<file path="src/rtl/m65c02_mpc_pkg.sv">
// Shared definitions for the M65C02A microprogram sequencer:
// microinstruction opcodes and the branch-address source (Via) encoding.
package m65c02_mpc_pkg;

    localparam logic [4:0] pRTS  = 5'd0;
    localparam logic [4:0] pBSR  = 5'd1;
    localparam logic [4:0] pFTCH = 5'd2;
    localparam logic [4:0] pBMW  = 5'd3;
    localparam logic [4:0] pBRV0 = 5'd4;
    localparam logic [4:0] pBRV1 = 5'd5;
    localparam logic [4:0] pBRV2 = 5'd6;
    localparam logic [4:0] pBRV3 = 5'd7;
    localparam logic [4:0] pBTH0 = 5'd8;
    localparam logic [4:0] pBTH1 = 5'd9;
    localparam logic [4:0] pBTH2 = 5'd10;
    localparam logic [4:0] pBTH3 = 5'd11;
    localparam logic [4:0] pBTL0 = 5'd12;
    localparam logic [4:0] pBTL1 = 5'd13;
    localparam logic [4:0] pBTL2 = 5'd14;
    localparam logic [4:0] pBMW3 = 5'd15;
    localparam logic [4:0] pLDC  = 5'd16;
    localparam logic [4:0] pDJNZ = 5'd17;

    // Via selects which external source supplies BA; VIA_0 is also the idle value.
    typedef enum logic [1:0] {
        VIA_0 = 2'd0,
        VIA_1 = 2'd1,
        VIA_2 = 2'd2,
        VIA_3 = 2'd3
    } via_e;

endpackage

</file>
<file path="src/rtl/m65c02_mpc_if.sv">
// Microcycle bus between the sequencer (slave) and the ROM/decode side (master).
interface m65c02_mpc_if #(
    parameter int pAddrWidth = 10,
    parameter int pStkDepth  = 4,
    parameter int pCntWidth  = 6
);
    logic                               Rdy;
    logic [4:0]                         I;
    logic [3:0]                         T;
    logic [2:0]                         MW;
    logic [pAddrWidth-1:0]              BA;
    logic [1:0]                         Via;
    logic [pAddrWidth-1:0]              MA;
    logic [pCntWidth-1:0]               Cnt;
    logic                               CntZ;
    logic [$clog2(pStkDepth+1)-1:0]     StkLvl;
    logic                               StkOvf;
    logic                               StkUnf;

    modport master (
        output Rdy, I, T, MW, BA,
        input  Via, MA, Cnt, CntZ, StkLvl, StkOvf, StkUnf
    );

    modport slave (
        input  Rdy, I, T, MW, BA,
        output Via, MA, Cnt, CntZ, StkLvl, StkOvf, StkUnf
    );
endinterface

</file>
<file path="src/rtl/m65c02_mpc_stk.sv">
// Shift-register return stack: push shifts down dropping the deepest entry,
// pop shifts up filling the bottom with zero; overflow/underflow are sticky.
module m65c02_mpc_stk #(
    parameter int pDepth = 4,
    parameter int pWidth = 10
) (
    input  logic                          Clk,
    input  logic                          Rst,
    input  logic                          i_Push,
    input  logic                          i_Pop,
    input  logic [pWidth-1:0]             i_D,
    output logic [pWidth-1:0]             o_TOS,
    output logic [$clog2(pDepth+1)-1:0]   o_Lvl,
    output logic                          o_Ovf,
    output logic                          o_Unf
);
    localparam int cLvlW = $clog2(pDepth+1);

    logic [pWidth-1:0] r_Stk [pDepth];
    logic [cLvlW-1:0]  r_Lvl;
    logic              r_Ovf;
    logic              r_Unf;

    always_ff @(posedge Clk) begin
        if (Rst) begin
            for (int i = 0; i < pDepth; i++) r_Stk[i] <= '0;
            r_Lvl <= '0;
            r_Ovf <= 1'b0;
            r_Unf <= 1'b0;
        end else if (i_Push) begin
            r_Stk[0] <= i_D;
            for (int i = 1; i < pDepth; i++) r_Stk[i] <= r_Stk[i-1];
            if (r_Lvl == cLvlW'(pDepth)) r_Ovf <= 1'b1;
            else                         r_Lvl <= r_Lvl + cLvlW'(1);
        end else if (i_Pop) begin
            for (int i = 0; i < pDepth-1; i++) r_Stk[i] <= r_Stk[i+1];
            r_Stk[pDepth-1] <= '0;
            if (r_Lvl == '0) r_Unf <= 1'b1;
            else             r_Lvl <= r_Lvl - cLvlW'(1);
        end
    end

    assign o_TOS = r_Stk[0];
    assign o_Lvl = r_Lvl;
    assign o_Ovf = r_Ovf;
    assign o_Unf = r_Unf;
endmodule

</file>
<file path="src/rtl/m65c02_mpc_gen.sv">
// M65C02A microprogram sequencer: combinational next-address mux, PC,
// loop counter and return stack, with a one-cycle stretched internal reset.
module m65c02_mpc_gen
    import m65c02_mpc_pkg::*;
#(
    parameter int pAddrWidth = 10,
    parameter int pStkDepth  = 4,
    parameter int pCntWidth  = 6,
    parameter int pRst_Addrs = 0
) (
    input  logic            Clk,
    input  logic            Rst,
    m65c02_mpc_if.slave     bus
);
    localparam logic [pAddrWidth-1:0] cRstA = pAddrWidth'(pRst_Addrs);

    logic                  r_RstDly;
    logic                  w_MpcRst;
    logic [pAddrWidth-1:0] r_PC;
    logic [pAddrWidth-1:0] w_Next;
    logic [pAddrWidth-1:0] w_MA;
    via_e                  w_Via;
    logic [pAddrWidth-1:0] w_TOS;
    logic [pCntWidth-1:0]  r_Cnt;
    logic                  r_CntZ;
    logic                  w_Push;
    logic                  w_Pop;

    always_ff @(posedge Clk) r_RstDly <= Rst;

    assign w_MpcRst = Rst | r_RstDly;
    assign w_Next   = r_PC + pAddrWidth'(1);

    always_comb begin
        w_MA  = w_Next;
        w_Via = VIA_0;
        if (w_MpcRst) begin
            w_MA = cRstA;
        end else begin
            case (bus.I)
                pRTS:                       w_MA = w_TOS;
                pBSR:                       w_MA = bus.BA;
                pBMW:                       w_MA = {bus.BA[pAddrWidth-1:3], bus.MW};
                pBRV0, pBRV1, pBRV2, pBRV3: begin
                    w_MA  = bus.BA;
                    w_Via = via_e'(bus.I[1:0]);
                end
                pBTH0, pBTH1, pBTH2, pBTH3: w_MA = bus.T[bus.I[1:0]] ? bus.BA : w_Next;
                pBTL0, pBTL1, pBTL2:        w_MA = bus.T[bus.I[1:0]] ? w_Next : bus.BA;
                pBMW3:                      w_MA = {bus.BA[pAddrWidth-1:1], bus.T[3]};
                pDJNZ:                      w_MA = r_CntZ ? w_Next : bus.BA;
                default:                    w_MA = w_Next;
            endcase
        end
    end

    always_ff @(posedge Clk) begin
        if (w_MpcRst)     r_PC <= cRstA;
        else if (bus.Rdy) r_PC <= w_MA;
    end

    // CntZ is kept in step with Cnt so DJNZ decides without a compare on the count.
    always_ff @(posedge Clk) begin
        if (w_MpcRst) begin
            r_Cnt  <= '0;
            r_CntZ <= 1'b1;
        end else if (bus.Rdy) begin
            if (bus.I == pLDC) begin
                r_Cnt  <= bus.BA[pCntWidth-1:0];
                r_CntZ <= (bus.BA[pCntWidth-1:0] == '0);
            end else if ((bus.I == pDJNZ) && !r_CntZ) begin
                r_Cnt  <= r_Cnt - pCntWidth'(1);
                r_CntZ <= (r_Cnt == pCntWidth'(1));
            end
        end
    end

    assign w_Push = bus.Rdy & ~w_MpcRst & (bus.I == pBSR);
    assign w_Pop  = bus.Rdy & ~w_MpcRst & (bus.I == pRTS);

    m65c02_mpc_stk #(
        .pDepth (pStkDepth),
        .pWidth (pAddrWidth)
    ) u_stk (
        .Clk    (Clk),
        .Rst    (w_MpcRst),
        .i_Push (w_Push),
        .i_Pop  (w_Pop),
        .i_D    (w_Next),
        .o_TOS  (w_TOS),
        .o_Lvl  (bus.StkLvl),
        .o_Ovf  (bus.StkOvf),
        .o_Unf  (bus.StkUnf)
    );

    assign bus.MA   = w_MA;
    assign bus.Via  = w_Via;
    assign bus.Cnt  = r_Cnt;
    assign bus.CntZ = r_CntZ;
endmodule

</file>
<file path="src/flat_wrapper.sv">
// flat-port wrapper written by rule: the top's interface ports become plain ports
module m65c02_mpc_gen_flat import m65c02_mpc_pkg::*;
#(
    parameter int pAddrWidth = 10,
    parameter int pStkDepth  = 4,
    parameter int pCntWidth  = 6,
    parameter int pRst_Addrs = 0
)
  (Clk, Rst, bus_Rdy, bus_I, bus_T, bus_MW, bus_BA, bus_Via, bus_MA, bus_Cnt, bus_CntZ, bus_StkLvl, bus_StkOvf, bus_StkUnf);
  m65c02_mpc_if #(.pAddrWidth(pAddrWidth), .pStkDepth(pStkDepth), .pCntWidth(pCntWidth)) bus_i ();
  input  logic Clk;
  input  logic Rst;
  input wire logic [$bits(bus_i.Rdy)-1:0] bus_Rdy;
  input wire logic [$bits(bus_i.I)-1:0] bus_I;
  input wire logic [$bits(bus_i.T)-1:0] bus_T;
  input wire logic [$bits(bus_i.MW)-1:0] bus_MW;
  input wire logic [$bits(bus_i.BA)-1:0] bus_BA;
  output wire logic [$bits(bus_i.Via)-1:0] bus_Via;
  output wire logic [$bits(bus_i.MA)-1:0] bus_MA;
  output wire logic [$bits(bus_i.Cnt)-1:0] bus_Cnt;
  output wire logic [$bits(bus_i.CntZ)-1:0] bus_CntZ;
  output wire logic [$bits(bus_i.StkLvl)-1:0] bus_StkLvl;
  output wire logic [$bits(bus_i.StkOvf)-1:0] bus_StkOvf;
  output wire logic [$bits(bus_i.StkUnf)-1:0] bus_StkUnf;
  assign bus_i.Rdy = bus_Rdy;
  assign bus_i.I = bus_I;
  assign bus_i.T = bus_T;
  assign bus_i.MW = bus_MW;
  assign bus_i.BA = bus_BA;
  assign bus_Via = bus_i.Via;
  assign bus_MA = bus_i.MA;
  assign bus_Cnt = bus_i.Cnt;
  assign bus_CntZ = bus_i.CntZ;
  assign bus_StkLvl = bus_i.StkLvl;
  assign bus_StkOvf = bus_i.StkOvf;
  assign bus_StkUnf = bus_i.StkUnf;
  m65c02_mpc_gen #(.pAddrWidth(pAddrWidth), .pStkDepth(pStkDepth), .pCntWidth(pCntWidth), .pRst_Addrs(pRst_Addrs)) u_core (.Clk(Clk), .Rst(Rst), .bus(bus_i));
endmodule
</file>
<file path="config.mk">
export PLATFORM = sky130hd
export DESIGN_NAME = m65c02_mpc_gen_flat
export DESIGN_NICKNAME = d
export VERILOG_FILES = /design/src/rtl/m65c02_mpc_pkg.sv /design/src/rtl/m65c02_mpc_if.sv /design/src/rtl/m65c02_mpc_stk.sv /design/src/rtl/m65c02_mpc_gen.sv /design/src/flat_wrapper.sv
export SDC_FILE = /design/constraint.sdc
export NUM_CORES = 1
export LEC_CHECK = 0
export CAP_MARGIN = 5
export CORE_MARGIN = 5
export CORE_UTILIZATION = 45
export CTS_CLUSTER_DIAMETER = 200
export DETAILED_ROUTE_END_ITERATION = 16
export GPL_ROUTABILITY_DRIVEN = 0
export GPL_TIMING_DRIVEN = 0
export PLACE_DENSITY = 0.79
export SYNTH_ARGS = -nofsm -noshare
export SYNTH_HDL_FRONTEND = slang
export SYNTH_SLANG_ARGS = --single-unit
</file>
<file path="constraint.sdc">
create_clock -name Clk -period 6 [get_ports Clk]
set_input_delay 0.9 -clock Clk [delete_from_list [all_inputs] [get_ports Clk]]
set_output_delay 0.9 -clock Clk [all_outputs]
set_load 0.01 [all_outputs]
</file>
=== After elaboration in Yosys (flattened, before gate mapping) ===
Memories as Yosys holds them, arrays and structs flattened.
Index checks and enable logic that the tools add are counted.

* Register bits after elaboration: 23
* RAM bits: 40
* Input port bits: 25
* Memories kept: 1

{| class="wikitable"
|+ Memory list
! memory !! depth !! bits a word !! rd ports !! clocked after memory_dff !! wr ports !! line !! source
|-
| u_core.u_stk.r_Stk || 4 || 10 || 4 || 0 || 4 || m65c02_mpc_stk.sv:19 || <nowiki>logic [pWidth-1:0] r_Stk [pDepth];</nowiki>
|}

* Add/subtract/negate cells: 4
* $lt $le $gt $ge: 1
* Equality and inequality tests: 20
* Muxes and demuxes: 34
* Bitwise operators: 14
* Reduce and logical (&&, ||, !) cells: 15

{| class="wikitable"
|+ Operator list
! kind !! number
|-
| $mux 10 || 12
|-
| $pmux 10 s7 || 1
|-
| $eq 5x4->1 const B || 8
|-
| $eq 5x3->1 const B || 4
|-
| $mux 1 || 12
|-
| $mux 3 || 4
|-
| $mux 6 || 2
|-
| $add 10x1->10 const B || 1
|-
| $eq 5x5->1 const B || 2
|-
| $or 1x1->1 || 9
|-
| $reduce_or 4->1 || 2
|-
| $eq 6x1->1 const B || 1
|-
| $logic_not 6->1 || 1
|-
| $reduce_and 3->1 || 2
|-
| $sub 6x1->6 const B || 1
|-
| $eq 5x1->1 const B || 1
|-
| $eq 5x2->1 const B || 1
|-
| $logic_not 5->1 || 1
|-
| $reduce_or 5->1 || 1
|-
| $mux 2 || 2
|-
| $ne 2x2->1 const B || 2
|-
| $reduce_and 2->1 || 2
|-
| $reduce_bool 2->1 || 2
|-
| $add 3x1->3 const B || 1
|-
| other kinds (10) || 13
|}

=== Depth between registers and ports, before layout ===
Gate-level depths: netlist of the first run.

* Depth after elaboration: 9
* Gate-level depth with buffers: 9

=== By module ===
Synthesis of the first run repeated with hierarchy kept, for this count alone.

* Cell total of the unflattened synthesis: 410
* Area total of the unflattened synthesis: 3722.3 µm²

{| class="wikitable"
|+ By module, submodules not included
! module !! times used !! cells each !! area each (µm²)
|-
| m65c02_mpc_stk || 1 || 169 || 1980.6
|-
| m65c02_mpc_gen || 1 || 241 || 1741.7
|}

=== Worst setup path before layout of the first run ===
No wires, ideal clock.

* Kind: input to output
* From: input bus_I[0]
* To: output bus_MA[0]
* Data arrival time: 2.439 ns
* Setup slack: 2.661 ns
* Cell stages on the path: 6
* Buffers on the path: 1
* Path through: buf_6 mux4_2 o21a_1 nor4b_1 a2111oi_2 a211oi_1

* Cells in the longest elaborated chain, start to end: 5

{| class="wikitable"
|+ Ends and longest elaborated chain
! item !! line !! source
|-
| from (decl) || flat_wrapper.sv:14 || <nowiki>input wire logic [$bits(bus_i.I)-1:0] bus_I;</nowiki>
|-
| $bmux 1 s2 || m65c02_mpc_gen.sv:48, m65c02_mpc_gen.sv:49 ||
|-
| $mux 1 (implied by the code) || m65c02_mpc_gen.sv:48, m65c02_mpc_gen.sv:49 ||
|-
| $mux 10 (on tied branches) || m65c02_mpc_gen.sv:49, m65c02_mpc_gen.sv:48 ||
|-
| $pmux 10 s7 (*) || m65c02_mpc_gen.sv:40 || <nowiki>case (bus.I)</nowiki>
|-
| $mux 10 (*) || m65c02_mpc_gen.sv:37 || <nowiki>if (w_MpcRst) begin</nowiki>
|-
| to (decl) || flat_wrapper.sv:19 || <nowiki>output wire logic [$bits(bus_i.MA)-1:0] bus_MA;</nowiki>
|}

Mark *: on every way between the ends. The rest lies on a longest branch, timed or not. The select of a mux whose other input is x is not followed.

=== Worst setup path in the final report of the first run ===
* From: input bus_I[3]
* To: output bus_MA[1]

* Cells in the longest elaborated chain, start to end: 4

{| class="wikitable"
|+ Ends and longest elaborated chain
! item !! line
|-
| $eq 5x3->1, or another cell as far along || m65c02_mpc_gen.sv:40
|-
| $reduce_or 5->1 (no source line), or another cell as far along || -
|-
| $pmux 10 s7 (*) || m65c02_mpc_gen.sv:40
|-
| $mux 10 (*) || m65c02_mpc_gen.sv:37
|}

Mark *: on every way between the ends. The rest lies on a longest branch, timed or not.

==> results of run 1 <==
power breakdown:
| part | total, W | switching, W | internal (W) |
|---|---|---|---|
| clock network | 0.000381 | 0.000177 | 0.000204 |
| logic | 0.000114 | 0.0000668 | 0.0000474 |
| registers | 0.000472 | 0.0000102 | 0.000461 |
| total | 0.000967 | 0.000254 | 0.000713 |
sequential cells by signal, indices dropped and copies added (netlist names):
| name | count |
|---|---|
| u_core.u_stk.r_Stk | 40 |
| u_core.r_PC | 10 |
| u_core.bus.Cnt | 6 |
| u_core.u_stk.o_Lvl | 3 |
| u_core.bus.CntZ | 1 |
| u_core.r_RstDly | 1 |
| u_core.u_stk.o_Ovf | 1 |
| u_core.u_stk.o_Unf | 1 |
worst max-delay path by stage:
stage | startpoint | to | cells after the start
floorplan | bus_I[0] | bus_MA[0] | 6
global placement | bus_I[3] | bus_MA[1] | 9
detailed placement | bus_I[3] | bus_MA[1] | 9
CTS | bus_I[3] | bus_MA[1] | 9
global route | bus_I[3] | bus_MA[1] | 9
finish | bus_I[3] | bus_MA[1] | 9
layout make-up:
type	count	area, um^2
Buffer	26	118.9
Clock buffer	10	137.6
Clock inverter	6	67.56
Fill cell	680	3382
Inverter	19	71.32
Multi-Input combinational cell	267	1770
Sequential cell	63	1562
Tap cell	102	127.6
Timing Repair Buffer	45	450.4
metal layers:
| metal | track usage, % | vias to the layer above |
|---|---|---|
| li1 | - | 1540 |
| met1 | 27.66 | 1584 |
| met2 | 30.32 | 155 |
| met3 | 4.317 | 16 |
| met4 | 6.408 | 0 |
| met5 | 0 | - |
per-stage QoR:
stage,hold slack [ns],util [%]
floorplan,0.4431,-
global placement,0.4567,53.34
global route,0.5000,56.01
detailed placement,0.4590,53.34
CTS,0.4823,56.01
finish,0.4831,56.01
cell usage after synthesis (6+ instances only):
master,count
xor2_1,6
and2_1,6
a22o_1,35
a21oi_1,22
clkbuf_1,13
dfxtp_1,33
nand3_1,13
edfxtp_1,30
xnor2_1,6
o21ai_0,15
buf_2,11
o21ai_1,14
a222oi_1,6
nor2_1,30
inv_1,14
nand2_1,20
nor3_1,11
cells by family after synthesis:
kind of cell	Yosys count
DFF	63
buffers and inverters	45
and+or+nand+nor	118
xor gates and xnor gates	12
adders and majority gates	4
muxes	7
AOI/OAI and AO/OA	126
cells in the final DEF, fill, tap and decap left out, types with 6 or more instances in the layout:
cell / count
dfxtp_1: 33
and2_1: 6
inv_1: 14
nand3_1: 13
xor2_1: 6
a22o_1: 35
nand2_1: 20
a21oi_1: 22
clkbuf_1: 13
edfxtp_1: 30
a222oi_1: 6
clkbuf_8: 10
o21ai_0: 15
buf_2: 11
nor2_1: 30
clkdlybuf4s50_1: 45
o21ai_1: 14
xnor2_1: 6
nor3_1: 11
worst reg2reg max path: cells and delay by family (launching register included):
kind	cells	cell delay, ns
AND/OR/NAND/NOR	4	1.04
flip-flops	1	0.32
buffers and inverters	4	0.74
==> key figures, run 1 <==
Run status
  • Status: finished, final reports clean

Detailed routing
  • Post-DRT Antenna Nets: 0
  • Met3 wire len: 759 um
  • Wire length on met1: approximately 4200 um
  • Initial DRT Pass Iterations: 5
  • WL per Instance: between 15 and 20 um
  • Routed via count: 3295
  • Remaining DRCs: 0
  • Final wirelength: ~9700 um
  • Max layer used: met4
  • Met2 WL: roughly 4500 um
  • DRT iter0 DRCs: just over 300
  • Vias per cell: approximately 6.1

Timing
  • Setup ws final: about 1.5 ns
  • Final Hold Fails: 0
  • Setup Viol. Count Final: 0
  • Headroom to the max-slew limit: between 50% and 60%
  • TNS Setup: 0 ns
  • RSZ-0062 raised after global routing: no
  • Final Cycle Share: between 70% and 80%
  • Tmin final: 4.507 ns
  • Slew @ Worst Pin: ~0.66 ns
  • Slew Viols, Final: 0
  • Max Clk Rate: about 0.22 GHz
  • Clock Skew: 0.01147 ns

Worst hold path
  • Hold_sp: u_core.u_stk.r_Stk[3][2]$_SDFFE_PP0P_
  • HP Class: reg -> reg
  • Hold path cells: 1
  • Worst Hold End: u_core.u_stk.r_Stk[3][2]$_SDFFE_PP0P_

Synth
  • Largest family of logic cells by synthesized area: compound AO/OA/AOI/OAI gates
  • Mean area per synthesized cell: 9.392 um^2
  • Post-Synth Adder-Cell Area: 1.634%
  • Library cells used by synthesis: 60
  • Ys Warns: 0
  • Post-synth EDFFs: 30
  • Gate count of the mapped netlist: ~380
  • Ys async rst share: 0%
  • Post-synthesis mux area share: ~2.4%
  • Xor/xnor cell area share of the yosys netlist: about 3%
  • Post-synthesis sequential area ratio: 44.33%
  • Synth Area in Compound Gates: about a quarter
  • Post-synth top flop: dfxtp_1
  • #FFs+latches synth: 63
  • Synth area leaders: edfxtp_1 26%, dfxtp_1 19%, a22o_1 8.7%
  • Synth area leader: edfxtp_1
  • Syn Nets: 404
  • Mapped cell area: 0.003522 mm^2
  • Simple-Gate Fraction of Synth Area: 17.69%
  • Yosys top cell area share: between 20% and 30%

Placed design
  • I/O Buffers: 45
  • Post-DP Area: 0.004100 mm^2
  • Post-detail-place hpwl: just over 7000 um
  • DP Worst Slack: 1.554 ns
  • Cells after DPL: 522

Floorplan
  • Row cnt: 32
  • Die Y: a little under 100 um
  • Die W: just under 100 um
  • Starting Density: a little under half
  • Die ar.: ~0.0097 mm^2
  • Core area: 0.007687 mm^2
  • I/O Pins: 49

GRT
  • First-pass GRT wire length: 15440 um
  • Pin count of the biggest net entering global routing: 13
  • Vias in the first global route: 3062
  • GRT overflow: 0
  • Gr usage total: roughly a fifth
  • Initial antenna violation count: 0

Flow run
  • Max-cap violations: 0

Critical path
  • Critical Path RT: roughly 5.1 ns
  • Slowest-stage cell, CP: clkdlybuf4s50_1
  • CP top delay family: buffers and inverters
  • WS Path Type: in -> out
  • WP data arrival: 3.61 ns
  • Internal reg-to-reg setup slack: between 3 and 4 ns
  • WP buf/inv: 3
  • CP Cell Sequence: clkdlybuf4s50_1 > clkbuf_1 > nor3b_1 > a211oi_2 > a31o_2 > nor4b_1 > o22ai_1 > and2_1 > clkdlybuf4s50_1
  • Slowest stage delay, CP: approximately 0.58 ns
  • Type of element capturing the critical path: output port
  • Setup crit start kind: input port
  • Largest fanout on the critical path: 10
  • Critical R2R Launch: u_core.r_RstDly$_DFF_P_
  • R2r worst-path depth: 8
  • Critical Path Most Common Cell: clkdlybuf4s50_1
  • Reg2Reg Capture Point: u_core.u_stk.r_Stk[2][2]$_DFFE_PP_

Finish
  • Layout cell share with drive strength beyond 1: between 10% and 20%
  • Fin nets: 460
  • Cell area after layout: between 0.004 and 0.005 mm^2
  • Antenna diodes: 0
  • Layout area overhead: 22.24%
  • Non-Filler Instances: 538

Clocking
  • Worst-path clk slew: around 0.07 ns
  • Root Buffer: clkbuf_8
  • Num Clock Sinks: 63
  • CTS max path bufs: 2
  • CTS tree: yes
  • Hold Buf Count CTS: 0
  • Cts repair resizes: 0
  • H-tree depth: 3
  • Clock Latency Late Sink: 0.35 ns
  • Num CTS Buffers: 9
  • Post-CTS Setup Inserts: 0

Power and ir drop
  • Pwr dens: approximately 220 mW/mm^2
  • Design Power: approximately 0.00097 W
  • VDD IR max: 0.1264 mV
  • Leakage: around 1.6 nW
No activity file was read; power rests on OpenSTA's default activity.
==> run 2: changes to the inputs <==
--- a/config.mk
+++ b/config.mk
@@ -12,7 +12,7 @@
 export DETAILED_ROUTE_END_ITERATION = 16
 export GPL_ROUTABILITY_DRIVEN = 0
 export GPL_TIMING_DRIVEN = 0
-export PLACE_DENSITY = 0.79
+export PLACE_DENSITY = 0.81
 export SYNTH_ARGS = -nofsm -noshare
 export SYNTH_HDL_FRONTEND = slang
 export SYNTH_SLANG_ARGS = --single-unit
==> constraint.sdc (replaced) <==
create_clock -name Clk -period 3.6 [get_ports Clk]
set_input_delay 0.54 -clock Clk [delete_from_list [all_inputs] [get_ports Clk]]
set_output_delay 0.54 -clock Clk [all_outputs]
set_load 0.01 [all_outputs]
==> run 2 against run 1 <==
Via count is 2.1% higher. Combinational power up 89%. Design area is 3.5% higher. Total power increased by 74%. Critical path type unchanged. Highest routed layer unchanged.
==> key figures, run 2 (synthesis results as in run 1) <==
Finish
  • Fin nets: approximately 470
  • Filler Cells Inserted: roughly 700
  • Layout cell share with drive strength beyond 1: ~14%
  • Non-Filler Instances: 552
  • Final core occ: 57.96%
  • Most frequent cells in the layout: 35 x a22o_1, 35 x clkdlybuf4s50_1, 33 x dfxtp_1
  • Top reg by flops: u_core.u_stk.r_Stk
  • Layout area overhead: 26.50%
  • Antenna diodes: 0
  • Max reg flops: 40

Floorplan
  • Die ar.: between 0.009 and 0.01 mm^2
  • Die Y: approximately 98 um
  • Core area: slightly below 0.008 mm^2
  • Row cnt: 32
  • Starting Density: between 40% and 50%
  • Die W: between 90 and 100 um
  • I/O Pins: 49

Clocking
  • H-tree depth: 3
  • Num CTS Buffers: 9
  • CTS tree: yes
  • CTS max path bufs: 2
  • Worst-path clk slew: approximately 0.06 ns
  • Root Buffer: clkbuf_8
  • Clock Latency Late Sink: about 0.34 ns
  • Num Clock Sinks: 63

Worst hold path
  • Hold_sp: u_core.u_stk.r_Stk[3][1]$_SDFFE_PP0P_
  • Worst Hold End: u_core.u_stk.r_Stk[3][1]$_SDFFE_PP0P_
  • HP Class: reg -> reg
  • Hold path cells: 1

Critical path
  • WP data arrival: between 2 and 3 ns
  • Type of element capturing the critical path: output port
  • Critical R2R Launch: u_core.bus.CntZ$_SDFFE_PP1P_
  • Setup crit start kind: input port
  • WS Path Type: in -> out
  • Reg2Reg Capture Point: u_core.r_PC[9]$_SDFFE_PP0P_
  • R2r worst-path depth: 13
  • Critical Path RT: roughly 3.1 ns
  • Internal reg-to-reg setup slack: roughly 1.1 ns
  • Largest fanout on the critical path: 4

Detailed routing
  • WL per Instance: 17.88 um
  • Post-DRT Antenna Nets: 0
  • DRT iter0 DRCs: between 200 and 300
  • Routed via count: around 3400
  • Vias per cell: about 6.1
  • Initial DRT Pass Iterations: 7
  • Final wirelength: between 9000 and 10000 um
  • Remaining DRCs: 0

Timing
  • Headroom to the max-slew limit: between 50% and 60%
  • Final Hold Fails: 0
  • Final Cycle Share: a little over nine tenths
  • Slew Viols, Final: 0
  • Tmin final: 3.505 ns
  • Clock Skew: ~0.0064 ns
  • Slew @ Worst Pin: about 0.61 ns
  • Max Clk Rate: between 0.2 and 0.3 GHz
  • Setup ws final: 0.09540 ns
  • Setup Viol. Count Final: 0

GRT
  • Initial antenna violation count: 0
  • Met2 Usage GRT: between 30% and 40%
  • Most used routing layer: met2
  • Gr usage total: 20.27%
  • Pin count of the biggest net entering global routing: 12
  • GR Layer Usage met1: 28.03%
  • First-pass GRT wire length: approximately 16000 um
  • Met3 usage: between 4 and 5%
  • GRT overflow: 0
  • Vias in the first global route: 3229

Flow run
  • Max-cap violations: 0

Placed design
  • Cells after DPL: 522
  • I/O Buffers: 45
  • DP Worst Slack: -0.1129 ns
  • Post-detail-place hpwl: ~7000 um

Power and ir drop
  • VDD IR max: 0.2356 mV
  • Leakage: ~1.7 nW
  • Pwr dens: 377.5 mW/mm^2

Run status
  • Status: finished, final reports clean
run 2: cell count changes in the layout (fill, tap and decap cells not counted), moves of 2 or more:
cell             before  now
clkinvlp_4            2    0
dlygate4sd2_1         0    5
dlymetal6s2s_1        0    5
buf_4                 0   15
clkinv_2              1    3
clkdlybuf4s50_1      45   35
run 2: worst max path at each step:
stage | from | to | slack (ns) | cells after the start
2_1_floorplan | bus_I[0] | bus_MA[0] | 0.98 | 6
3_3_place_gp | bus_I[3] | bus_MA[1] | -0.10 | 9
3_5_place_dp | bus_I[3] | bus_MA[1] | -0.11 | 9
4_1_cts | bus_I[3] | bus_MA[1] | 0.007 | 8
5_1_grt | bus_T[1] | bus_MA[5] | -0.02 | 8
6_report | bus_T[1] | bus_MA[1] | 0.1 | 8
run 2: worst max-delay path, cell delays in order:
cell and delay (ns):
clkdlybuf4s50_1 0.46, mux4_2 0.51, buf_4 0.15, a31o_2 0.24
nor4b_2 0.17, o22ai_1 0.18, and2_1 0.17, clkdlybuf4s50_1 0.54
run 2: report_power, final:
| group | switching [W] | total, W | internal, W |
|---|---|---|---|
| sequential | 0.0000166 | 0.000786 | 0.000769 |
| clock | 0.000274 | 0.000680 | 0.000406 |
| combinational | 0.000120 | 0.000216 | 0.0000966 |
| total | 0.000410 | 0.00168 | 0.00127 |
run 2: layout make-up:
cell class                      count  area, um^2  share of cell area [%]
Tap cell                          102       127.6                   2.864
Buffer                             26       125.1                   2.808
Multi-Input combinational cell    267        1787                   40.10
Clock buffer                       10       137.6                   3.089
Inverter                           19       71.32                   1.601
Timing Repair Buffer               59       561.8                   12.61
Sequential cell                    63        1562                   35.05
Clock inverter                      6       83.83                   1.881
run 2: what timing repair did:
item | CTS | global route
resized for setup | 8 | 9
hold buffers | 0 | 0
pin swaps | 3 | 3
setup buffers | 10 | 4
endpoints found under the setup margin | 8 | 6
gates cloned | 0 | 0
run 2: metrics by stage:
stage	total power, W	setup TNS [ns]	area (um^2)	hold WS, ns
finish	0.001682	0	4456	0.4760
global route	0.001742	-0.02256	4456	0.4949
CTS	0.001675	0	4398	0.4788
detailed placement	0.0009881	-0.5147	4100	0.4626
global placement	0.0009840	-0.3771	4100	0.4573
floorplan	0.0009071	0	3522	0.4431
run 2: layer usage:
metal | part of all wire [%] | vias up | wire (um)
met2 | 47 | 172 | 4599
met5 | 0 | - | 0
li1 | - | 1569 | -
met1 | 44 | 1607 | 4341
met3 | 7.6 | 16 | 753
met4 | 1.8 | 0 | 173
==> run 3: changes to the inputs <==
--- a/config.mk
+++ b/config.mk
@@ -6,13 +6,14 @@
 export NUM_CORES = 1
 export LEC_CHECK = 0
 export CAP_MARGIN = 5
-export CORE_MARGIN = 5
-export CORE_UTILIZATION = 45
+export CORE_MARGIN = 2
+export CORE_UTILIZATION = 50
 export CTS_CLUSTER_DIAMETER = 200
 export DETAILED_ROUTE_END_ITERATION = 16
 export GPL_ROUTABILITY_DRIVEN = 0
 export GPL_TIMING_DRIVEN = 0
-export PLACE_DENSITY = 0.81
+export PLACE_DENSITY = 0.88
+export REMOVE_ABC_BUFFERS = 1
 export SYNTH_ARGS = -nofsm -noshare
 export SYNTH_HDL_FRONTEND = slang
 export SYNTH_SLANG_ARGS = --single-unit
==> run 3 against run 2 <==
Sequential share of layout area up 1.5 points. Die area decreased by 20%. Clock power shrank 11%. Register-to-register slack lost 0.43 ns. Combinational power fell by 10%. Global-route usage increased by 4.5 points. Worst hold slack worse by 0.0076 ns. Flip-flop and latch count did not move. Non-clock buffer count shrank 34. Worst setup slack got worse by 0.032 ns. Critical path type unchanged. Largest cell class unchanged.
==> key figures, run 3 (synthesis results as in run 1) <==
GRT
  • Vias in the first global route: ~3000
  • Gr usage total: 24.77%
  • Pin count of the biggest net entering global routing: 34
  • Most used routing layer: met2
  • First-pass GRT wire length: roughly 15000 um
  • GR Layer Usage met1: a little over a third
  • GRT overflow: 0
  • Initial antenna violation count: 0
  • Met3 usage: under 10%
  • Met2 Usage GRT: 38.02%

Detailed routing
  • DRT iter0 DRCs: around 320
  • Final wirelength: roughly 9100 um
  • Vias per cell: about 6.3
  • Initial DRT Pass Iterations: 5
  • WL per Instance: between 15 and 20 um
  • Post-DRT Antenna Nets: 0
  • Routed via count: ~3200
  • Remaining DRCs: 0

Critical path
  • Setup crit start kind: input port
  • Critical Path Most Common Cell: clkdlybuf4s50_1
  • WP data arrival: about 3 ns
  • Slowest-stage cell, CP: mux4_2
  • Slowest stage delay, CP: approximately 0.55 ns
  • CP Cell Sequence: clkdlybuf4s50_1 > mux4_2 > a211oi_2 > a31o_2 > nor4b_4 > o22ai_2 > and2_1 > clkdlybuf4s50_1
  • Critical Path RT: ~3 ns
  • Type of element capturing the critical path: output port
  • Largest fanout on the critical path: 5
  • WS Path Type: in -> out

Finish
  • Layout cell share with drive strength beyond 1: 11.06%
  • Antenna diodes: 0
  • Max reg flops: 40
  • Most frequent cells in the layout: 35 x a22o_1, 35 x clkdlybuf4s50_1, 33 x dfxtp_1
  • Cell area after layout: ~0.0043 mm^2
  • Filler Cells Inserted: ~540
  • Top reg by flops: u_core.u_stk.r_Stk
  • Fin nets: 440
  • Final core occ: 62.97%
  • Layout area overhead: 21.46%

Clocking
  • Clock Latency Late Sink: about 0.35 ns
  • Num Clock Sinks: 63
  • Num CTS Buffers: 9
  • Root Buffer: clkbuf_8
  • CTS tree: yes
  • CTS max path bufs: 2
  • Hold Buf Count CTS: 0
  • H-tree depth: 3
  • Worst-path clk slew: ~0.070 ns

Timing
  • TNS Setup: 0 ns
  • Tmin final: between 3 and 4 ns
  • Final Hold Fails: 0
  • Slew @ Worst Pin: between 1 and 1.5 ns
  • Clock Skew: ~0.0076 ns
  • Headroom to the max-slew limit: 17.61%
  • Max Clk Rate: 0.2828 GHz
  • Final Cycle Share: ~98%
  • Slew Viols, Final: 0
  • Setup ws final: roughly 0.064 ns
  • Setup Viol. Count Final: 0

Floorplan
  • Starting Density: between 50% and 60%
  • Die W: between 80 and 90 um
  • Die Y: around 88 um
  • Core area: 0.006794 mm^2
  • I/O Pins: 49
  • Row cnt: 30
  • Die ar.: 0.007732 mm^2

Power and ir drop
  • Pwr dens: roughly 370 mW/mm^2
  • Psw: roughly 0.00042 W
  • Design Power: approximately 0.0016 W
  • Comb pwr share: about an eighth
  • Clock network power share: roughly two fifths
  • Sequential power share: between 40% and 50%
  • VDD IR max: around 0.32 mV
  • Int Pwr: 0.001166 W
  • Switching Fraction: a little over a quarter
  • Leakage: between 1.5 and 2 nW

Flow run
  • Max-cap violations: 0

Run status
  • Status: finished, final reports clean

Placed design
  • DP Worst Slack: -0.5946 ns
  • Post-detail-place hpwl: a little over 6000 um
  • Post-DP Area: 0.004031 mm^2
  • I/O Buffers: 48

Worst hold path
  • HP Class: reg -> reg
[run 3: cell types whose count changed in the layout (fill, tap and decap cells not counted), moves of 2 or more]
| cell | before | now |
|---|---|---|
| clkbuf_2 | 0 | 2 |
| buf_2 | 10 | 1 |
| buf_4 | 15 | 2 |
| nor2_2 | 0 | 2 |
| dlygate4sd2_1 | 5 | 3 |
| clkbuf_1 | 12 | 1 |
| nor2_1 | 30 | 28 |
[run 3: per-stage QoR]
step / cells / hold WS (ns)
detailed placement: 494 / 0.4584
CTS: 512 / 0.4692
global route: 512 / 0.4950
floorplan: 349 / 0.4432
global placement: 493 / 0.4506
finish: 512 / 0.4684
[run 3: power groups by stage]
| stage | clock (W) | combinational, W | sequential [W] |
|---|---|---|---|
| 5_1_grt | 0.000639 | 0.000210 | 0.000788 |
| 2_1_floorplan | 0 | 0.0000959 | 0.000795 |
| 3_5_place_dp | 0 | 0.000182 | 0.000801 |
| 6_report | 0.000605 | 0.000194 | 0.000786 |
| 3_3_place_gp | 0 | 0.000177 | 0.000800 |
| 4_1_cts | 0.000603 | 0.000187 | 0.000785 |
[run 3: layout make-up]
type / instances / area (um^2) / share of cell area, %
Clock buffer: 10 / 127.6 / 2.983
Clock inverter: 6 / 61.31 / 1.433
Sequential cell: 63 / 1562 / 36.50
Tap cell: 96 / 120.1 / 2.808
Inverter: 19 / 71.32 / 1.667
Multi-Input combinational cell: 267 / 1815 / 42.44
Timing Repair Buffer: 51 / 520.5 / 12.17
[run 3: worst max-delay path, delay by kind of cell]
kind                   cells  cell delay, ns
muxes                      1            0.55
AOI/OAI and AO/OA          3            0.53
and+or+nand+nor            2            0.43
buffers and inverters      2            0.95
[run 3: worst paths after layout]
path	startpoint	endpoint	slack [ns]	cells past startpoint
max	bus_T[0]	bus_MA[1]	0.06	8
min	u_core.u_stk.r_Stk[3][0]$_SDFFE_PP0P_	u_core.u_stk.r_Stk[3][0]$_SDFFE_PP0P_	0.47	2
max reg2reg	u_core.r_RstDly$_DFF_P_	u_core.u_stk.o_Lvl[2]$_SDFFE_PP0P_	0.69	8
min reg2reg	u_core.u_stk.r_Stk[3][0]$_SDFFE_PP0P_	u_core.u_stk.r_Stk[3][0]$_SDFFE_PP0P_	0.47	2
[run 3: timing repair]
item / CTS / global route
pin swaps: 2 / 2
setup endpoints to repair: 41 / 41
setup buffers: 2 / 0
gates cloned: 0 / 0
resized for setup: 17 / 16
[run 3: metal layers]
metal / share of wire (%) / vias up
met3: 8.7 / 23
met2: 46 / 169
met1: 43 / 1519
met5: 0 / -
li1: - / 1504
met4: 2.1 / 0
